--- config.mk ---
export PLATFORM = sky130hd
export DESIGN_NAME = oled_spi_scheduler
export DESIGN_NICKNAME = d
export VERILOG_FILES = /design/src/rtl/oled_spi_scheduler_pkg.sv /design/src/rtl/oled_spi_scheduler_prio_arb.sv /design/src/rtl/oled_spi_scheduler.sv
export SDC_FILE = /design/constraint.sdc
export NUM_CORES = 1
export LEC_CHECK = 0
export CORE_MARGIN = 2
export CORE_UTILIZATION = 55
export DETAILED_ROUTE_END_ITERATION = 8
export DONT_BUFFER_PORTS = 1
export PLACE_DENSITY = 0.68
export SLEW_MARGIN = 20
export SYNTH_ARGS = -nofsm -noshare
export SYNTH_HDL_FRONTEND = slang
export SYNTH_SLANG_ARGS = --single-unit
--- constraint.sdc ---
create_clock -name clk_i -period 2.4 [get_ports clk_i]
set_input_delay 0.48 -clock clk_i [delete_from_list [all_inputs] [get_ports clk_i]]
set_output_delay 0.48 -clock clk_i [all_outputs]
set_load 0.03 [all_outputs]
--- src/rtl/oled_spi_scheduler_pkg.sv ---
// ---------------------------------------------------------------------------
// oled_spi_scheduler_pkg: shared state/owner encodings for the OLED SPI scheduler
// Revision 1.0
// ---------------------------------------------------------------------------
`default_nettype none

package oled_spi_scheduler_pkg;

  typedef enum logic [1:0] {
    ST_IDLE      = 2'd0,
    ST_LAUNCH    = 2'd1,
    ST_WAIT_DONE = 2'd2,
    ST_GAP       = 2'd3
  } state_e;

  localparam logic [1:0] OWNER_NONE = 2'b00;
  localparam logic [1:0] OWNER_INIT = 2'b01;
  localparam logic [1:0] OWNER_USER = 2'b10;

  // Bits needed to hold 0..n-1, never less than one bit.
  function automatic int cnt_width(input int n);
    return (n <= 2) ? 1 : $clog2(n);
  endfunction

endpackage

`default_nettype wire

--- src/rtl/oled_spi_scheduler_prio_arb.sv ---
// ---------------------------------------------------------------------------
// oled_spi_prio_arb: two-input fixed-priority arbiter (init over user) with burst lock
// Revision 1.0
// ---------------------------------------------------------------------------
`default_nettype none

module oled_spi_prio_arb
  import oled_spi_scheduler_pkg::*;
(
  input  logic       req_init_i,
  input  logic       req_user_i,
  input  logic       lock_i,
  input  logic [1:0] lock_owner_i,
  output logic [1:0] grant_o
);

  // While locked only the current owner may be granted again; no preemption.
  always_comb begin
    grant_o = OWNER_NONE;
    if (lock_i) begin
      if ((lock_owner_i == OWNER_INIT) && req_init_i) begin
        grant_o = OWNER_INIT;
      end else if ((lock_owner_i == OWNER_USER) && req_user_i) begin
        grant_o = OWNER_USER;
      end
    end else if (req_init_i) begin
      grant_o = OWNER_INIT;
    end else if (req_user_i) begin
      grant_o = OWNER_USER;
    end
  end

endmodule

`default_nettype wire

--- src/rtl/oled_spi_scheduler.sv ---
// ---------------------------------------------------------------------------
// oled_spi_scheduler: shares one SPI byte transmitter between init and user requesters
// Revision 1.0
// ---------------------------------------------------------------------------
`default_nettype none

module oled_spi_scheduler
  import oled_spi_scheduler_pkg::*;
#(
  parameter int DATA_WIDTH     = 8,
  parameter int GAP_CYCLES     = 4,
  parameter int TIMEOUT_CYCLES = 1024
) (
  input  logic                  clk_i,
  input  logic                  rst_i,
  input  logic                  init_req_i,
  input  logic                  init_dc_i,
  input  logic [DATA_WIDTH-1:0] init_data_i,
  output logic                  init_ack_o,
  input  logic                  user_req_i,
  input  logic                  user_dc_i,
  input  logic [DATA_WIDTH-1:0] user_data_i,
  output logic                  user_ack_o,
  output logic                  spi_start_o,
  output logic [DATA_WIDTH-1:0] spi_data_o,
  input  logic                  spi_done_i,
  output logic                  dc_o,
  output logic [1:0]            owner_o,
  output logic                  busy_o,
  output logic                  err_o
);

  localparam int TO_W  = cnt_width(TIMEOUT_CYCLES);
  localparam int GAP_W = cnt_width(GAP_CYCLES);
  localparam logic [TO_W-1:0]  TO_LAST  = TO_W'(TIMEOUT_CYCLES - 1);
  localparam logic [GAP_W-1:0] GAP_LAST = GAP_W'(GAP_CYCLES - 1);

  state_e                state_q,    state_d;
  logic [1:0]            owner_q,    owner_d;
  logic [DATA_WIDTH-1:0] data_q,     data_d;
  logic                  dc_q,       dc_d;
  logic                  start_q,    start_d;
  logic                  init_ack_q, init_ack_d;
  logic                  user_ack_q, user_ack_d;
  logic                  busy_q,     busy_d;
  logic                  err_q,      err_d;
  logic [TO_W-1:0]       to_cnt_q,   to_cnt_d;
  logic [GAP_W-1:0]      gap_cnt_q,  gap_cnt_d;
  logic [1:0]            arm_q,      arm_d;
  logic [1:0]            grant;
  logic                  launch;

  oled_spi_prio_arb u_arb (
    .req_init_i   (init_req_i),
    .req_user_i   (user_req_i),
    .lock_i       (state_q == ST_GAP),
    .lock_owner_i (owner_q),
    .grant_o      (grant)
  );

  always_comb begin
    state_d    = state_q;
    owner_d    = owner_q;
    data_d     = data_q;
    dc_d       = dc_q;
    start_d    = 1'b0;
    init_ack_d = 1'b0;
    user_ack_d = 1'b0;
    err_d      = err_q;
    to_cnt_d   = to_cnt_q;
    gap_cnt_d  = gap_cnt_q;
    launch     = 1'b0;
    // Two-flop arming keeps the first start at least two cycles after reset release.
    arm_d      = {arm_q[0], 1'b1};

    case (state_q)
      ST_IDLE: begin
        if (arm_q[1] && (grant != OWNER_NONE)) begin
          state_d = ST_LAUNCH;
          owner_d = grant;
          launch  = 1'b1;
        end
      end
      ST_LAUNCH: begin
        to_cnt_d = '0;
        state_d  = ST_WAIT_DONE;
      end
      ST_WAIT_DONE: begin
        if (spi_done_i) begin
          state_d   = ST_GAP;
          gap_cnt_d = GAP_LAST;
        end else if (to_cnt_q == TO_LAST) begin
          state_d = ST_IDLE;
          owner_d = OWNER_NONE;
          err_d   = 1'b1;
        end else begin
          to_cnt_d = to_cnt_q + TO_W'(1);
        end
      end
      ST_GAP: begin
        if (gap_cnt_q == '0) begin
          if (grant != OWNER_NONE) begin
            state_d = ST_LAUNCH;
            launch  = 1'b1;
          end else begin
            state_d = ST_IDLE;
            owner_d = OWNER_NONE;
          end
        end else begin
          gap_cnt_d = gap_cnt_q - GAP_W'(1);
        end
      end
      default: begin
        state_d = ST_IDLE;
        owner_d = OWNER_NONE;
      end
    endcase

    // Outputs are registered on entry to LAUNCH so start, ack and data align in that cycle.
    if (launch) begin
      start_d    = 1'b1;
      init_ack_d = (grant == OWNER_INIT);
      user_ack_d = (grant == OWNER_USER);
      data_d     = (grant == OWNER_INIT) ? init_data_i : user_data_i;
      dc_d       = (grant == OWNER_INIT) ? init_dc_i   : user_dc_i;
    end

    busy_d = (state_d != ST_IDLE);
  end

  always_ff @(posedge clk_i or posedge rst_i) begin
    if (rst_i) begin
      state_q    <= ST_IDLE;
      owner_q    <= OWNER_NONE;
      data_q     <= '0;
      dc_q       <= 1'b0;
      start_q    <= 1'b0;
      init_ack_q <= 1'b0;
      user_ack_q <= 1'b0;
      busy_q     <= 1'b0;
      err_q      <= 1'b0;
      to_cnt_q   <= '0;
      gap_cnt_q  <= '0;
      arm_q      <= 2'b00;
    end else begin
      state_q    <= state_d;
      owner_q    <= owner_d;
      data_q     <= data_d;
      dc_q       <= dc_d;
      start_q    <= start_d;
      init_ack_q <= init_ack_d;
      user_ack_q <= user_ack_d;
      busy_q     <= busy_d;
      err_q      <= err_d;
      to_cnt_q   <= to_cnt_d;
      gap_cnt_q  <= gap_cnt_d;
      arm_q      <= arm_d;
    end
  end

  assign init_ack_o  = init_ack_q;
  assign user_ack_o  = user_ack_q;
  assign spi_start_o = start_q;
  assign spi_data_o  = data_q;
  assign dc_o        = dc_q;
  assign owner_o     = owner_q;
  assign busy_o      = busy_q;
  assign err_o       = err_q;

endmodule

`default_nettype wire

== After elaboration in Yosys (flattened, before gate mapping) ==
Cells that the tools add are included.

* Add/subtract/negate cells: 2
* Eq/ne operators: 16
* Mux-type cells: 32
* Bitwise operators: 1
* Reduce and logical (&&, ||, !) cells: 14

{| class="wikitable"
|+ Operator list
! operator !! number
|-
| two-way mux 2 bit || 16
|-
| two-way mux 10 bit || 2
|-
| one-hot mux 10 bit (2 select lines) || 1
|-
| != test 2 bit, second input constant || 8
|-
| adder 10 x 1 -> 10 bit, second input constant || 1
|-
| equality test 10 bit, second input constant || 1
|-
| AND reduction 3 bit || 3
|-
| equality test 2 bit, second input constant || 4
|-
| two-way mux 1 bit || 8
|-
| two-way mux 8 bit || 1
|-
| one-hot mux 2 bit (4 select lines) || 1
|-
| nonzero test 2 bit || 4
|-
| equality test 2 x 1 -> 1 bit, second input constant || 3
|-
| one-hot mux 2 bit (3 select lines) || 1
|-
| AND reduction 6 bit || 1
|-
| logical NOT 2 bit || 2
|-
| one-hot mux 2 bit (2 select lines) || 1
|-
| logical AND 1 bit || 3
|-
| nonzero test 3 bit || 1
|-
| one-hot mux 1 bit (2 select lines) || 1
|-
| subtractor 2 x 1 -> 2 bit, second input constant || 1
|-
| NOT 1 bit || 1
|}

* Register bits: 32
* Input port bits: 23
* Output and inout port bits: 16
* Logic and storage cells: 77

== Logic depth before layout (Yosys ltp) ==
Gate-level depths: netlist of run 1.

* Word-level depth: 10
* Gate-level depth with buffers: 8
* Depth with buffers taken out: 7

== Hierarchy ==
A second synthesis of run 1 with hierarchy kept.

* Cells, all modules: 172
* Area total of the unflattened synthesis: 1,771.7 um2

{| class="wikitable"
|+ By module, submodules not included
! module !! instances !! cells each !! area each (um2) !! seq. area each (um2)
|-
| oled_spi_scheduler || 1 || 167 || 1,737.9 || 800.8
|-
| oled_spi_prio_arb || 1 || 5 || 33.8 || 0.0
|}

== Least setup slack after synthesis of run 1 ==
No wires, ideal clock.

* Path kind: reg-to-reg
* Start: reg owner_q[0] (netlist: owner_o[0])
* End: reg dc_q (netlist: dc_o)
* Library setup time: 0.125 ns
* Arrival time: 1.724 ns
* Data required time: 2.275 ns
* Slack: 0.551 ns
* Stages on the path, launching flop included: 7
* Path buffers: 1
* Clock period less this slack: 1.849 ns
* Cell sequence: dfrtp_1 nand2b_1 a21boi_1 o21bai_1 a21oi_2 buf_4 mux2_2

* Longest elaborated chain between the ends: 9
* Elaborated cells between the ends (all ways): 15
* Classes of those cells: eq/ne: 3; mux: 8; reduce/logical: 4

{| class="wikitable"
|+ RTL lines
! element !! RTL line !! RTL
|-
| from (decl) || oled_spi_scheduler.sv:39 || <nowiki>logic [1:0] owner_q, owner_d;</nowiki>
|-
| from (signal assigned) || oled_spi_scheduler.sv:147 || <nowiki>owner_q <= owner_d;</nowiki>
|-
| equality test 2 bit || oled_spi_scheduler_prio_arb.sv:23 || <nowiki>end else if ((lock_owner_i == OWNER_USER) && req_user_i) begin</nowiki>
|-
| logical AND 1 bit || oled_spi_scheduler_prio_arb.sv:23 ||
|-
| two-way mux 2 bit || oled_spi_scheduler_prio_arb.sv:23 ||
|-
| two-way mux 2 bit * || oled_spi_scheduler_prio_arb.sv:21 || <nowiki>if ((lock_owner_i == OWNER_INIT) && req_init_i) begin</nowiki>
|-
| two-way mux 2 bit * || oled_spi_scheduler_prio_arb.sv:20 || <nowiki>if (lock_i) begin</nowiki>
|-
| nonzero test 2 bit * || oled_spi_scheduler.sv:78, oled_spi_scheduler.sv:102 ||
|-
| two-way mux 1 bit / logical AND 1 bit (equally long branches) || oled_spi_scheduler.sv:102, oled_spi_scheduler.sv:78 ||
|-
| two-way mux 1 bit, on equally long branches || oled_spi_scheduler.sv:101, oled_spi_scheduler.sv:78 ||
|-
| one-hot mux 1 bit (2 select lines) * || oled_spi_scheduler.sv:76 || <nowiki>case (state_q)</nowiki>
|-
| net launch || oled_spi_scheduler.sv:51 || <nowiki>logic launch;</nowiki>
|-
| to (signal assigned) || oled_spi_scheduler.sv:136 || <nowiki>dc_q <= 1'b0;</nowiki>
|-
| to (signal assigned) || oled_spi_scheduler.sv:149 || <nowiki>dc_q <= dc_d;</nowiki>
|-
| to (decl) || oled_spi_scheduler.sv:41 || <nowiki>logic dc_q, dc_d;</nowiki>
|}

Mark *: on every way through the listed nets, which the timed path passes. The rest lies on a longest branch.
A chain may end at the register's enable or synchronous reset.

== Final worst setup path of run 1 ==
* Start: reg state_q[0]
* End: reg dc_q (netlist: dc_o)

* Longest elaborated chain between the ends: 6
* Elaborated cells between the ends (all ways): 11
* Classes of those cells: eq/ne: 2; mux: 6; reduce/logical: 3

{| class="wikitable"
|+ RTL lines
! element !! RTL line !! RTL
|-
| from (decl) || oled_spi_scheduler.sv:38 || <nowiki>state_e state_q, state_d;</nowiki>
|-
| from (signal assigned) || oled_spi_scheduler.sv:146 || <nowiki>state_q <= state_d;</nowiki>
|-
| equality test 2 bit || oled_spi_scheduler.sv:56, oled_spi_scheduler.sv:76 ||
|-
| two-way mux 2 bit || oled_spi_scheduler_prio_arb.sv:20 ||
|-
| nonzero test 2 bit || oled_spi_scheduler.sv:78, oled_spi_scheduler.sv:102 ||
|-
| two-way mux 1 bit / logical AND 1 bit (equally long branches) || oled_spi_scheduler.sv:102, oled_spi_scheduler.sv:78 ||
|-
| two-way mux 1 bit, on equally long branches || oled_spi_scheduler.sv:101, oled_spi_scheduler.sv:78 ||
|-
| one-hot mux 1 bit (2 select lines) || oled_spi_scheduler.sv:76 ||
|}

Several ways; a longest one is shown, not always the timed one.

==> results of run 1 <==
Yosys cell counts, drive strengths merged:
cell     instances  area [sq um]
xor2             5          43.8
nor3             2          10.0
o311a            1          10.0
a21oi            8          43.8
a311o            1          10.0
dfrtp           32           801
a22oi            1          7.51
nand2b           4          25.0
and4             1          10.0
buf              5          30.0
or2              1          6.26
nand2           12          45.0
nand3            6          35.0
a21boi           2          15.0
inv             10          37.5
a21o             1          7.51
mux2            18           203
nor2b            2          12.5
a311oi           2          17.5
nand4            5          37.5
o211ai           1          7.51
nand3b           2          15.0
o21ai            6          30.0
nor4             3          18.8
ha               6          75.1
nor2            10          37.5
and3             3          20.0
a31o             1          8.76
a2111oi          1          8.76
a211oi           2          15.0
nor4b            1          15.0
a22o             2          17.5
o21bai           1          7.51
o41ai            1          16.3
conb             1          3.75
and2             2          12.5
worst max path at each step:
stage | from | endpoint | slack (ps)
3_5_place_dp | state_q[0] | spi_data_o[0] | 370
2_1_floorplan | owner_o[0] | dc_o | 550
3_3_place_gp | state_q[0] | spi_data_o[4] | 450
6_report | state_q[0] | dc_o | 350
4_1_cts | state_q[0] | spi_data_o[0] | 350
5_1_grt | state_q[0] | dc_o | 190
state kept, by name, summed over array words and instances (netlist names):
signal       flops
to_cnt_q        10
spi_data_o       8
arm_q            2
gap_cnt_q        2
owner_o          2
state_q          2
busy_o           1
dc_o             1
err_o            1
init_ack_o       1
spi_start_o      1
user_ack_o       1
kinds of logic after synthesis:
| family | after synthesis |
|---|---|
| other | 1 |
| xor gates and xnor gates | 5 |
| adders and majority gates | 6 |
| AOI/OAI and AO/OA | 31 |
| buffers and inverters | 15 |
| muxes | 18 |
| and+or+nand+nor | 54 |
| DFF | 32 |
stage by stage:
stage | cell area [sq um] | total power [mW] | hold WS (ps)
global placement | 1770 | 1.68 | 332
CTS | 1840 | 2.12 | 116
global route | 1840 | 2.24 | 124
finish | 1840 | 2.10 | 114
floorplan | 1720 | 1.56 | 331
detailed placement | 1770 | 1.72 | 337
metal layers:
layer / vias to the layer above / global-route usage
met5: - / 0
met4: 0 / 0.0667
met3: 5 / 0.0736
met2: 39 / 0.325
met1: 588 / 0.247
li1: 596 / -
final cells by class:
type,instances,share of cell area
multi-input cells,115,0.461
clock inverters,2,0.0190
clock buffers,6,0.0224
inverters,10,0.0204
repair buffers,5,0.0204
well taps,33,0.0224
flip-flops and latches,32,0.435
power breakdown:
part | internal, mW | switching (mW)
Sequential | 0.698 | 0.316
Combinational | 0.323 | 0.370
Clock | 0.218 | 0.174
==> results by group, run 1 <==
Synth
  • FF+latch count, synth: 32
  • Compound-Gate Fraction of Synth Area: 0.130
  • Gate Count Post-Synth: 162
  • Multiplexer area fraction after synthesis: 0.118
  • Syn. warnings: 0
  • Sequential element share of the synthesized area: 0.466
  • Simple logic cell fraction of the synthesized area: 0.175
  • Syn Nets: approximately 190
  • Netlist cell types: 43
  • Post-synthesis adder-cell area fraction: 0.0437
  • Xor/xnor share of the synthesized area: 0.0255
  • Mapped Avg Cell Area: 10.6 sq um
  • Post-Syn Area: 0.00172 sq mm
  • Main combinational cell family by area after synthesis: simple AND/OR/NAND/NOR gates

Layout
  • Post-layout util: 0.613
  • Non-Filler Instances: 203
  • Area used by multi-input combinational logic: 848 sq um
  • Diodes inserted: 0
  • Layout cells sized above 1: 0.212
  • Final #Nets: 198
  • Register area: 801 sq um
  • Most common cell after layout, fill and taps aside: dfrtp_1
  • Fill count: 256
  • Most frequent cells in the layout: dfrtp_1, mux2_2, nand2_1, nor2_1, inv_1
  • P&R area growth vs syn: 7.29%

Worst setup path
  • Critical path class: reg2reg
  • Worst-path cell chain: inv_1 -> ha_1 -> nand2_1 -> o21bai_1 -> a21oi_2 -> buf_4 -> mux2_2
  • Crit-path slowest cell: dfrtp_1
  • Type of origin of the critical path: flip-flop
  • Instance count on the critical path: 7
  • R2R Path End: dc_o
  • Crit end category: flip-flop
  • Worst path bufs/invs: 2
  • Req. time, crit path: 2610 ps
  • CP max FO: 12
  • R2R setup slack: 350 ps
  • Reg2reg start: state_q[0]
  • Delay-heaviest family, CP: flip-flops
  • Worst reg2reg path depth: 7
  • CP arrival: 2260 ps
  • Crit path largest cell delay: 420 ps

Global route
  • Largest net degree at the start of global routing: 33
  • Vias in the first global route: 1213
  • Total track usage: 0.200
  • First-pass GRT wire length: around 5300 um
  • Initial antenna violation count: 0
  • Overflow after GRT: 0

Job
  • Maxcap violations: 0

Timing
  • RSZ-0062 raised after global routing: no
  • Tmin final: a little over 2000 ps
  • Tcrit/Tclk final: 0.853
  • F_max: 0.488 GHz
  • Final setup fails: 0
  • Final Max Tran Viols: 0
  • Worst Setup Slack, final: 352 ps
  • Final Hold Fails: 0
  • Setup_tns: 0 ps
  • Clk_skew: 5.15 ps

Outcome
  • Run status: completed

Min path
  • Hold WC Path Type: in2async

Drt
  • Vias: 1228
  • DRC Markers: 0
  • WL/cell: 15.7 um
  • Top Metal Used: met4
  • Pre-antenna DRT Iters: 4
  • DR vias/cell: 6.05
  • WL met1: 1360 um
  • ANT nets after route: 0
  • Metal3 WL: 209 um
  • Post-Route WL: 3180 um
  • Initial DRC count: 58
  • Routed wl met2: between 1500 and 2000 um

Placement
  • Port bufs: 0
  • Detail Placement HPWL: 2400 um
  • Final GP Congestion: 0.827
  • Place WS: 372 ps
  • Cell total after placement: about 200

CTS
  • Post-CTS setup buffers: 0
  • Total CTS buffers: 5
  • CTS Root Cell: clkbuf_4
  • Clk buf depth: 2
  • Worst skew pair latency: 320 ps
  • CTS tree: built
  • Clock-pin slew on the worst setup and hold paths: around 100 ps
  • CTS H-tree depth: 2
  • CTS resizes: 0
  • Clk sinks: 32
  • Hold_buf cts: 0

Die
  • Initial Utilization: 0.572
  • Boundary Pins: 39
  • Core Area: 0.00300 sq mm
  • Chip Height: between 50 and 60 um
  • Die boundary width: around 60 um
  • Die area: 0.00358 sq mm
  • Num rows: 20

Power
  • Pwr Density: 1140 mW/mm^2
  • Worst vdd ir: about 0.75 mV
  • LEAKAGE: 0.833 nW
Power figures use the tool's default switching activity.
==> run 2, diff against run 1 <==
- clock period: 2.4 -> 1.9 ns (I/O delays scaled with it)
==> run 2 against run 1 <==
Compared with the run above:
- combinational power up 42%
- fmax grew 13%
- hold slack worse by 100 ps
- largest cell class unchanged
==> results by group, run 2 (synthesized netlist as in run 1, its figures left out) <==
Worst setup path
  • Worst setup path startpoint: state_q[1]
  • Req. time, crit path: 2110 ps (-500 ps)
  • Reg2reg start: state_q[1]
  • Type of origin of the critical path: flip-flop
  • CP arrival: 2030 ps (-230 ps)
  • Critical path class: reg2reg
  • CP max FO: 12 (unchanged)
  • Crit end category: flip-flop

Timing
  • Final Hold Fails: 0 (unchanged)
  • Final setup fails: 0 (unchanged)
  • F_max: 0.550 GHz (+13%)
  • Tmin final: 1820 ps (-231 ps)
  • Final Max Tran Viols: 0 (unchanged)
  • Clk_skew: 7.71 ps (+2.56 ps)
  • Tcrit/Tclk final: 0.956 (+0.103)
  • Worst Setup Slack, final: 83.3 ps (-269 ps)

Layout
  • Most frequent cells in the layout: dfrtp_1, mux2_2, nand2_1, nor2_1, inv_1
  • Most common cell after layout, fill and taps aside: dfrtp_1
  • Layout cells sized above 1: 0.267 (+0.0553)
  • Non-Filler Instances: 209 (+3.0%)
  • Post-route cell area: 0.00191 sq mm (+3.7%)
  • Max FFs per register: 10 (unchanged)
  • Final #Nets: 204 (+3.0%)
  • Diodes inserted: 0 (unchanged)
  • Biggest register: to_cnt_q
  • Fill count: 251 (-2.0%)
  • P&R area growth vs syn: 11.3%

Drt
  • DRC Markers: 0 (unchanged)
  • DR vias/cell: 6.07 (+0.29%)
  • Initial DRC count: 43 (-26%)
  • Pre-antenna DRT Iters: 4 (unchanged)
  • Post-Route WL: 3270 um (+2.6%)
  • WL/cell: 15.6 um (-0.34%)
  • Vias: 1268 (+3.3%)
  • ANT nets after route: 0 (unchanged)

Die
  • Initial Utilization: 0.572 (unchanged)
  • Core Area: 0.00300 sq mm (unchanged)
  • Boundary Pins: 39 (unchanged)
  • Die boundary width: 59.9 um (unchanged)
  • Num rows: 20 (unchanged)
  • Chip Height: 59.9 um (unchanged)
  • Die area: 0.00358 sq mm (unchanged)

Job
  • Maxcap violations: 0 (unchanged)

Power
  • Pwr Density: 1400 mW/mm^2 (+22%)
  • Int Pwr: 1.56 mW (+26%)
  • Logic pwr share: 0.370 (+0.040)
  • Clk network pwr share: 0.147 (-0.040)
  • P_sw: 1.11 mW (+29%)
  • Reg power frac: 0.483 (about the same)
  • Switching share of power: 0.416 (+0.00617)
  • Worst vdd ir: 0.801 mV (+6.5%)
  • LEAKAGE: 0.856 nW (+2.7%)
  • Tot Pwr: 2.67 mW (+27%)

Global route
  • Total track usage: 0.201 (+0.00109)
  • Overflow after GRT: 0 (unchanged)
  • Vias in the first global route: 1194 (-1.6%)
  • Initial antenna violation count: 0 (unchanged)
  • First-pass GRT wire length: 5310 um (-0.13%)
  • Largest net degree at the start of global routing: 33 (unchanged)

Placement
  • Final GP Congestion: 0.847 (+2.5%)
  • Port bufs: 0 (unchanged)
  • Placed Instance Area: 0.00181 sq mm (+2.4%)
  • Place WS: 13.1 ps (-358 ps)
  • Cell total after placement: 199 (+2.1%)
  • Detail Placement HPWL: 2380 um (-0.91%)

Outcome
  • Run status: completed

CTS
  • CTS H-tree depth: 2 (unchanged)
  • Total CTS buffers: 5 (unchanged)
  • Clk sinks: 32 (unchanged)
  • Worst skew pair latency: 320 ps (about the same)
  • Hold_buf cts: 0 (unchanged)
  • Clk buf depth: 2 (unchanged)
  • Clock-pin slew on the worst setup and hold paths: 90 ps (about the same)
  • CTS tree: built
  • CTS Root Cell: clkbuf_4

Min path
  • Hold WC Path Type: in2async
-- run 2: cell types whose count changed in the layout (fill, tap and decap cells not counted), moves of 2 or more --
| cell | previous run | this run |
|---|---|---|
| a21boi_1 | 2 | 0 |
| a21boi_2 | 0 | 2 |
| buf_4 | 5 | 9 |
| ha_1 | 6 | 4 |
| ha_2 | 0 | 2 |
-- run 2: timing repair --
action / in CTS / in global routing
setup endpoints to repair: 0 / 15
resized for setup: 0 / 8
buffers inserted: 0 / 2
-- run 2: final timing paths --
| kind | end | slack [ps] | depth (start not counted) |
|---|---|---|---|
| max in group asynchronous | to_cnt_q[4] | 1600 | 2 |
| min in group clk_i | gap_cnt_q[1] | 160 | 1 |
| worst max-delay path | dc_o | 80 | 7 |
| worst min register to register | arm_q[1] | 360 | 0 |
| worst max register to register | dc_o | 80 | 7 |
| worst min-delay path | spi_start_o | 10 | 2 |
-- run 2: metrics by stage --
step,util,TNS [ps],hold WS [ps]
3_3_place_gp,0.602,0,333
2_1_floorplan,-,0,331
5_1_grt,0.636,-47.0,29.1
6_report,0.636,0,10.8
3_5_place_dp,0.602,0,346
4_1_cts,0.622,0,13.1
-- run 2: layout make-up --
class                   count  area (sq um)  area share
repair buffers             11          98.8      0.0517
flip-flops and latches     32           801       0.419
multi-input cells         115           873       0.457
well taps                  33          41.3      0.0216
clock buffers               8          58.8      0.0308
inverters                  10          37.5      0.0196
-- run 2: worst max-delay path: stages, from the launching register on --
cell,delay (ps)
dfrtp_1,420
inv_1,120
ha_1,180
nand2_1,110
o21bai_1,190
a21oi_2,200
buf_12,150
mux2_2,330
-- run 2: per-layer routing --
layer / track usage / wire [um] / part of all wire
met1: 0.254 / 1430 / 0.44
met2: 0.312 / 1590 / 0.49
met3: 0.0779 / 194 / 0.059
met4: 0.0762 / 54 / 0.017
met5: 0 / 0 / 0
-- run 2: power by group through the flow --
stage	sequential, mW	combinational (mW)	clock (mW)
3_3_place_gp	1.29	0.894	0
5_1_grt	1.32	1.10	0.433
2_1_floorplan	1.29	0.683	0
4_1_cts	1.29	0.931	0.408
6_report	1.29	0.986	0.393
3_5_place_dp	1.29	0.935	0
==> run 3, diff against run 2 <==
- SLEW_MARGIN: 20 -> unset
- clock period: 1.9 -> 2.1 ns (I/O delays scaled with it)
==> run 3 against run 2 <==
Compared with the run above:
- die area is the same
- power down 13%
- hold slack better by 22 ps
- combinational power decreased by 18%
- critical path type unchanged
- highest routed layer unchanged
==> results by group, run 3 (synthesized netlist as in run 1, its figures left out) <==
Die
  • Boundary Pins: 39 (unchanged)
  • Core Area: 0.00300 sq mm (unchanged)
  • Chip Height: 59.9 um (unchanged)
  • Initial Utilization: 0.572 (unchanged)
  • Die area: 0.00358 sq mm (unchanged)
  • Num rows: 20 (unchanged)
  • Die boundary width: 59.9 um (unchanged)

Worst setup path
  • Reg2reg start: state_q[0]
  • CP max FO: 8 (-4)
  • Req. time, crit path: 2330 ps (+220 ps)
  • Crit end category: flip-flop
  • Worst setup path startpoint: state_q[0]
  • Type of origin of the critical path: flip-flop
  • Worst reg2reg path depth: 5 (-2)
  • Critical path class: reg2reg
  • R2R Path End: spi_data_o[5]
  • Setup crit end: spi_data_o[5]
  • CP arrival: 2180 ps (+150 ps)
  • R2R setup slack: 150 ps (+70 ps)

Global route
  • Total track usage: 0.200 (-0.000909)
  • Vias in the first global route: 1254 (+5.0%)
  • Largest net degree at the start of global routing: 33 (unchanged)
  • Overflow after GRT: 0 (unchanged)
  • First-pass GRT wire length: 5250 um (-1.1%)
  • Initial antenna violation count: 0 (unchanged)

Outcome
  • Run status: completed

Power
  • LEAKAGE: 0.835 nW (-2.5%)
  • Tot Pwr: 2.31 mW (-13%)
  • Worst vdd ir: 0.849 mV (+6.0%)
  • Pwr Density: 1250 mW/mm^2 (-10%)

CTS
  • Post-CTS setup buffers: 0 (unchanged)
  • Hold_buf cts: 0 (unchanged)
  • Worst skew pair latency: 340 ps (+20 ps)
  • CTS tree: built
  • Total CTS buffers: 5 (unchanged)
  • CTS Root Cell: clkbuf_4
  • Clk sinks: 32 (unchanged)
  • Clock-pin slew on the worst setup and hold paths: 100 ps (about the same)
  • CTS H-tree depth: 2 (unchanged)
  • Clk buf depth: 2 (unchanged)
  • CTS resizes: 0 (unchanged)

Drt
  • Vias: 1247 (-1.7%)
  • DRC Markers: 0 (unchanged)
  • DR vias/cell: 6.05 (-0.22%)
  • ANT nets after route: 0 (unchanged)
  • WL/cell: 15.2 um (-2.6%)
  • Pre-antenna DRT Iters: 4 (unchanged)
  • Initial DRC count: 46 (+7.0%)
  • Post-Route WL: 3140 um (-4.0%)

Timing
  • Setup_tns: 0 ps (unchanged)
  • Tcrit/Tclk final: 0.927 (-0.0288)
  • Tmin final: 1950 ps (+131 ps)
  • RSZ-0062 raised after global routing: no
  • F_max: 0.513 GHz (-6.7%)
  • Final Hold Fails: 0 (unchanged)
  • Final Max Tran Viols: 0 (unchanged)
  • Final setup fails: 0 (unchanged)
  • Clk_skew: 12.8 ps (+5.06 ps)

Placement
  • Final GP Congestion: 0.845 (-0.32%)
  • Placed Instance Area: 0.00179 sq mm (-1.1%)
  • Port bufs: 0 (unchanged)
  • Detail Placement HPWL: 2370 um (-0.54%)

Layout
  • Most frequent cells in the layout: dfrtp_1, mux2_2, nand2_1, nor2_1, inv_1
  • Diodes inserted: 0 (unchanged)
  • Biggest register: to_cnt_q
  • Layout cells sized above 1: 0.225 (-0.0416)
  • P&R area growth vs syn: 7.51%
  • Max FFs per register: 10 (unchanged)
  • Most common cell after layout, fill and taps aside: dfrtp_1
  • Final #Nets: 201 (-1.5%)
  • Post-route cell area: 0.00185 sq mm (-3.4%)

Job
  • Maxcap violations: 0 (unchanged)

Min path
  • Hold WC Path Type: in2async
[run 3: cell count changes in the layout (fill, tap and decap cells not counted), moves of 2 or more]
cell and delta:
ha_1 +2, a21boi_1 +2, a21boi_2 -2, ha_2 -2
[run 3: metal layers]
| layer | up-vias | track usage | part of all wire |
|---|---|---|---|
| li1 | 601 | - | - |
| met1 | 596 | 0.236 | 0.44 |
| met2 | 43 | 0.318 | 0.47 |
| met3 | 7 | 0.0649 | 0.071 |
| met4 | 0 | 0.117 | 0.020 |
| met5 | - | 0 | 0 |
[run 3: worst min path at each step]
stage	end	cells past startpoint	start
after floorplan	arm_q[1]	0	arm_q[0]
after global placement	arm_q[1]	0	arm_q[0]
after detailed placement	arm_q[1]	0	arm_q[0]
after CTS	spi_data_o[4]	2	rst_i
after global routing	user_ack_o	2	rst_i
final	spi_data_o[4]	2	rst_i
[run 3: final cells by class]
class	count	area [sq um]
Fill cell	244	1160
Multi-Input combinational cell	115	848
Tap cell	33	41.3
Sequential cell	32	801
Clock inverter	2	16.3
Inverter	10	37.5
Timing Repair Buffer	8	60.1
Clock buffer	6	41.3
[run 3: stage by stage]
| stage | setup slack, ps | instances | hold slack [ps] | utilization |
|---|---|---|---|---|
| CTS | 155 | 206 | 39.4 | 0.615 |
| finish | 153 | 206 | 32.8 | 0.615 |
| detailed placement | 151 | 198 | 339 | 0.595 |
| floorplan | 251 | 162 | 331 | - |
| global route | 47.4 | 206 | 56.9 | 0.615 |
| global placement | 247 | 198 | 335 | 0.595 |
[run 3: report_power, final]
group | total, mW | internal (mW) | switching (mW) | leakage (nW)
registers | 1.15 | 0.798 | 0.354 | 0.406
logic | 0.811 | 0.390 | 0.421 | 0.400
clock network | 0.346 | 0.133 | 0.213 | 0.0284
[run 3: critical path, stage by stage (launching register included)]
cell and delay [ps]:
dfrtp_1 420, ha_1 250, a21boi_1 320, buf_4 240
mux2_2 340, mux2_2 260
